[src/rtl/activation_fp16_lanes.sv]
// activation_fp16_lanes: 2-stage multi-lane FP16 NONE/ReLU/LeakyReLU/ReLU6 unit with valid/ready flow control.
// Optional ACT_STATS_EN adds stat_clr/stat_zero_cnt counting zero-valued output lanes.
module activation_fp16_lanes #(
  parameter int LANES = 4,
  parameter int LEAK_SHIFT = 3
) (
  input  logic               clk,
  input  logic               rst_n,
  input  logic               in_valid,
  output logic               in_ready,
  input  logic [2:0]         in_mode,
  input  logic [LANES*16-1:0] in_data,
  output logic               out_valid,
  input  logic               out_ready,
  output logic [LANES*16-1:0] out_data
`ifdef ACT_STATS_EN
  ,
  input  logic               stat_clr,
  output logic [31:0]        stat_zero_cnt
`endif
);
  localparam logic [4:0] LS = 5'(LEAK_SHIFT);
  logic s1_valid, s1_en, s2_en;
  logic [2:0] s1_mode;
  logic [LANES*16-1:0] s1_data, res;
  logic [LANES-1:0] nan_c, inf_c, small_c, gt6_c, s1_nan, s1_inf, s1_small, s1_gt6;
  assign s2_en = !out_valid || out_ready;
  assign s1_en = !s1_valid || s2_en;
  assign in_ready = s1_en;
  always_comb begin
    for (int i = 0; i < LANES; i++) begin
      nan_c[i] = &in_data[16*i+10 +: 5] && |in_data[16*i +: 10];
      inf_c[i] = &in_data[16*i+10 +: 5] && ~|in_data[16*i +: 10];
      small_c[i] = in_data[16*i+10 +: 5] <= LS;
      gt6_c[i] = in_data[16*i +: 15] > 15'h4600;
    end
  end
  always_ff @(posedge clk) begin
    if (!rst_n) s1_valid <= 1'b0;
    else if (s1_en) s1_valid <= in_valid;
  end
  always_ff @(posedge clk) begin
    if (s1_en && in_valid) begin
      s1_data <= in_data;
      s1_mode <= in_mode;
      s1_nan <= nan_c;
      s1_inf <= inf_c;
      s1_small <= small_c;
      s1_gt6 <= gt6_c;
    end
  end
  // Priority: NaN, negative clamps, ReLU6 ceiling, LeakyReLU scaling, passthrough
  always_comb begin
    res = '0;
    for (int i = 0; i < LANES; i++)
      res[16*i +: 16] = s1_nan[i] ? 16'h7E00 :
        (s1_mode == 3'd1 || s1_mode == 3'd3) && s1_data[16*i+15] ? 16'h0000 :
        s1_mode == 3'd3 && s1_gt6[i] ? 16'h4600 :
        s1_mode == 3'd2 && s1_data[16*i+15] ? (s1_inf[i] ? 16'hFC00 : s1_small[i] ? 16'h8000 :
          {1'b1, s1_data[16*i+10 +: 5] - LS, s1_data[16*i +: 10]}) :
        s1_data[16*i +: 16];
  end
  always_ff @(posedge clk) begin
    if (!rst_n) begin
      out_valid <= 1'b0;
      out_data <= '0;
    end else if (s2_en) begin
      out_valid <= s1_valid;
      if (s1_valid) out_data <= res;
    end
  end
`ifdef ACT_STATS_EN
  logic [32:0] zeros, sum;
  always_comb begin
    zeros = '0;
    for (int i = 0; i < LANES; i++) zeros = zeros + 33'(out_data[16*i +: 15] == 15'h0);
    sum = {1'b0, stat_zero_cnt} + zeros;
  end
  always_ff @(posedge clk) begin
    if (!rst_n || stat_clr) stat_zero_cnt <= '0;
    else if (out_valid && out_ready) stat_zero_cnt <= sum[32] ? '1 : sum[31:0];
  end
`endif
endmodule

[config.mk]
export PLATFORM = sky130hd
export DESIGN_NAME = activation_fp16_lanes
export DESIGN_NICKNAME = d
export VERILOG_FILES = /design/src/rtl/activation_fp16_lanes.sv
export SDC_FILE = /design/constraint.sdc
export NUM_CORES = 1
export LEC_CHECK = 0
export BUFFER_PORTS_ARGS = -buffer_cell sky130_fd_sc_hd__buf_2
export CORE_MARGIN = 4
export CORE_UTILIZATION = 54
export DETAILED_ROUTE_END_ITERATION = 6
export PLACE_DENSITY_LB_ADDON = 0.08
export SLEW_MARGIN = 0
export SYNTH_ARGS = -nofsm -noshare
export SYNTH_HDL_FRONTEND = slang
export SYNTH_SLANG_ARGS = --single-unit
[constraint.sdc]
create_clock -name clk -period 3.9 [get_ports clk]
set_input_delay 0.78 -clock clk [delete_from_list [all_inputs] [get_ports clk]]
set_output_delay 0.78 -clock clk [all_outputs]
set_load 0.05 [all_outputs]
After elaboration in Yosys (flattened, before gate mapping)
Cells that the tools add are included.
{"block": "classes", "n_bitwise": 0, "n_eq_ne": 3, "add_sub_neg": 4, "magnitude_cmp": 8, "div": 0, "multipliers": 0, "shift": 0, "mux": 24, "n_reduce_logical": 39}
{"op": "16-bit 2-to-1 mux", "n": 16}
{"op": "15-bit 2-to-1 mux", "n": 8}
{"op": "15-bit greater-than comparator (second input constant)", "n": 4}
{"op": "10-bit OR reduction", "n": 4}
{"op": "1-bit logical AND", "n": 21}
{"op": "5-bit by 2-bit <= comparator with 1-bit output (second input constant)", "n": 4}
{"op": "5-bit AND reduction", "n": 4}
{"op": "5-bit by 2-bit subtractor with 5-bit output (second input constant)", "n": 4}
{"op": "3-bit by 2-bit equality test with 1-bit output (second input constant)", "n": 2}
{"op": "1-bit logical NOT", "n": 6}
{"op": "3-bit by 1-bit equality test with 1-bit output (second input constant)", "n": 1}
{"op": "1-bit logical OR", "n": 3}
{"op": "2-bit AND reduction", "n": 1}
{"block": "word_totals", "n_memories": 0, "word_cells": 87, "out_inout_bits": 66, "romBits": 0, "ramBits": 0, "latchBits": 0, "register_bits": 149}

Longest topological paths before layout
{"block": "logic_depth", "word_depth": 7, "ltp_mapped": 6}

Worst setup path before layout
Ideal clock, no wire load.
{"block": "synth_timing", "path_kind": "input to register", "start": "input out_ready", "end": "register s1_data[0], enable pin", "arrival_time_ns": 3.399, "setup_slack_ns": 0.050, "path_stages": 4, "path_buffers": 1, "cell_sequence": "nor2b_1 -> buf_2 -> nand2_1 -> and2_1"}
{"block": "synth_between", "elab_chain_cells": 3}
{"item": "from (decl)", "line": "14", "source": "input logic out_ready,"}
{"item": "1-bit logical OR", "line": "27", "source": "assign s2_en = !out_valid || out_ready;"}
{"item": "1-bit logical OR", "line": "28", "source": "assign s1_en = !s1_valid || s2_en;"}
{"item": "net in_ready", "line": "10", "source": "output logic in_ready,"}
{"item": "1-bit logical AND", "line": "43", "source": "if (s1_en && in_valid) begin"}
{"item": "to (signal assigned)", "line": "44", "source": "s1_data <= in_data;"}
{"item": "to (decl)", "line": "25", "source": "logic [LANES*16-1:0] s1_data, res;"}
The timed path passes the listed nets, and every way through them passes these cells.
A chain may end at the register's enable or synchronous reset.

Worst setup path in the final report
{"block": "layout_timing", "start": "input out_ready", "end": "output in_ready"}
{"block": "layout_between", "elab_chain_cells": 2}
{"item": "1-bit logical OR", "line": "27"}
{"item": "1-bit logical OR", "line": "28"}
{"item": "to (decl)", "line": "10"}
No other way between the ends.

==> flow_metrics.py <==
metrics = {
    "synth": {
        "ys_warn_count": 0,
        "synth_flop_cell": "edfxtp_1",
        "synth_cell_types": 56,
        "synth.ff_latch_count": 149,
        "syn_nets": 595,
        "async_flop_share_pct": 0,
        "netlist_instances": 520,
        "syn-cell-area_um2": 6110,
        "yosysSeqAreaShare_pct": 62.4,
        "synth_edf_count": 83,
        "syn_area_per_cell_um2": 11.7,
    },
    "critical_path": {
        "critPathCaptureType": "primary output",
        "crit_fanout": 10,
        "start_kind": "input pin",
        "arrival_ns": 1.54,
        "worst-setup-path-type": "input pin to primary output",
        "required_ns": 3.12,
    },
    "place": {
        "place_inst": 777,
        "place_hpwl_um": 9640,
        "port_buffers": 136,
        "place_congestion": 0.806,
    },
    "die": {
        "die_area_um2": 13100,
        "rows": 38,
        "die_w_um": 114,
        "initial_core_util_pct": 55.9,
        "io_pins": 137,
        "dieHeight_um": 114,
        "coreArea_um2": 10900,
    },
    "clock_tree": {
        "cts_resized": 0,
        "cts_hold_buf": 0,
        "numCtsBuffers": 17,
        "clock-sinks": 149,
        "root_buffer": "clkbuf_16",
        "clk_pin_slew_ns": 0.06,
        "cts_tree": "done",
        "htreeDepth": 4,
        "cts_post_setup_buffers_inserted": 0,
        "clk_latency_ns": 0.42,
        "clockBufferDepth": 2,
    },
    "global_route": {
        "gr-usage-met2_pct": 35.0,
        "antenna_found_initial": 0,
        "grt_pass1_vias": 4678,
        "track_usage_pct": 22.0,
        "use_met1_pct": 28.0,
        "grt_overflow": 0,
        "grt_max_degree": 84,
        "met3_usage_pct": 7.19,
        "grt_pass1_wl_um": 22400,
        "grt_busiest_layer": "met2",
    },
    "cells_and_area": {
        "final_cell_mix": "136 x buf_2, 83 x edfxtp_1, 66 x dfxtp_1",
        "fin_util_pct": 68.0,
        "nFillCells": 846,
        "final_net_count": 731,
        "fin_cells": 809,
        "antenna_cells": 0,
        "area_growth_syn_to_layout_pct": 21.7,
        "multiInputGateArea_um2": 2150,
        "drive_gt1_share_pct": 28.0,
        "final_common_cell": "buf_2",
        "final-seq-area_um2": 3810,
    },
    "sta": {
        "period_minus_slack_ns": 2.32,
        "finalHoldViolations": 0,
        "max_freq_ghz": 0.431,
        "setup_violations": 0,
        "worst_pin_slew_ns": 1.06,
        "drv_slew": 0,
        "fin_skew_ns": 0.00948,
        "timing.setup.tns_ns": 0,
        "final.period_utilization_pct": 59.5,
        "rsz0062_at_grt": "no",
        "slew_headroom_pct": 29.3,
        "whs_ns": 0.479,
    },
    "routing": {
        "dr.pass1.iters": 4,
        "drt_iter0_markers": 397,
        "wl_per_cell_um": 17.4,
        "vias": 4790,
        "routed_wl_um": 14100,
        "ant_nets": 0,
        "vias_per_cell": 5.92,
        "drc_errors": 0,
    },
    "pwr": {
        "power.total_mw": 3.75,
        "p_int_mw": 2.82,
        "power_switching_share_pct": 24.7,
        "seqPwrFrac_pct": 48.4,
        "comb_power_share_pct": 11.2,
        "irDropWorstVdd_mv": 0.342,
        "power_switching_uw": 926,
        "power_per_cell_area_nw_per_um2": 504,
        "pwr-share-clk_pct": 40.3,
        "p_leak_nw": 2.94,
    },
    "job": {
        "cap_violations": 0,
    },
    "worst_hold_path": {
        "hp-class": "register to register",
    },
    "outcome": {
        "status": "finished clean",
    },
}
kinds of logic after synthesis:
kind of cell / share of synthesized area, %
AO/OA/AOI/OAI: 18.1
buffers and inverters: 2.44
AND/OR/NAND/NOR: 15.7
adder cells (fa/ha/maj): 0.819
XOR/XNOR: 0.430
flip-flops: 62.4
final timing paths:
path / from / to / slack [ns] / cells past startpoint
min: out_data[47]$_SDFFE_PN0P_ / out_data[47]$_SDFFE_PN0P_ / 0.48 / 2
min reg2reg: out_data[47]$_SDFFE_PN0P_ / out_data[47]$_SDFFE_PN0P_ / 0.48 / 2
max: out_ready / in_ready / 1.58 / 5
max reg2reg: s1_valid$_SDFFE_PN0N_ / out_data[58]$_SDFFE_PN0P_ / 1.67 / 4
critical path, stage by stage:
cell and delay [ns]:
buf_2 0.10, nor2b_1 0.10, buf_4 0.22, nand2_1 0.09
buf_2 0.25
layer usage:
metal | vias to the layer above | wire length (um)
li1 | 2302 | -
met1 | 2312 | 6100
met2 | 153 | 6670
met3 | 23 | 1120
met4 | 0 | 226
met5 | - | 0
sequential cells by signal (all words and copies together) (netlist names):
name,count
s1_inf,4
s1_mode,3
s1_nan,4
s1_gt6,4
out_data,64
s1_small,4
s1_valid,1
out_valid,1
s1_data,64
power groups by stage:
stage	Combinational (mW)	Clock [mW]	Sequential (mW)
6_report	0.421	1.51	1.82
5_1_grt	0.457	1.59	1.82
4_1_cts	0.422	1.53	1.81
3_5_place_dp	0.420	0	1.85
3_3_place_gp	0.413	0	1.84
2_1_floorplan	0.171	0	1.96
cells in the mapped netlist (5+ instances only):
cell type / instances / area, um^2
buf_2: 11 / 55.1
nor2b_1: 5 / 31.3
nor3_1: 22 / 110
nor2_1: 64 / 240
o221a_2: 8 / 90.1
nand3_1: 25 / 125
a32oi_1: 36 / 315
a21oi_1: 38 / 190
nand2b_1: 5 / 31.3
dfxtp_1: 66 / 1320
o21ai_0: 14 / 70.1
clkbuf_1: 9 / 33.8
nand2_1: 37 / 139
or3_1: 6 / 37.5
edfxtp_1: 83 / 2490
inv_1: 8 / 30.0
stage by stage:
step                area, um^2  worst slack [ns]
floorplan                 6110            0.0503
global placement          6890              1.43
detailed placement        6890              1.35
CTS                       7440              1.58
global route              7440              1.38
finish                    7440              1.58
area by class of cell:
class                           count  share of cell area [%]
Tap cell                          140                    2.36
Sequential cell                   149                    51.3
Inverter                           10                   0.505
Multi-Input combinational cell    338                    28.9
Clock inverter                      5                   0.639
Clock buffer                       27                    6.76
Timing Repair Buffer              140                    9.56
No activity file was read; power rests on OpenSTA's default activity.
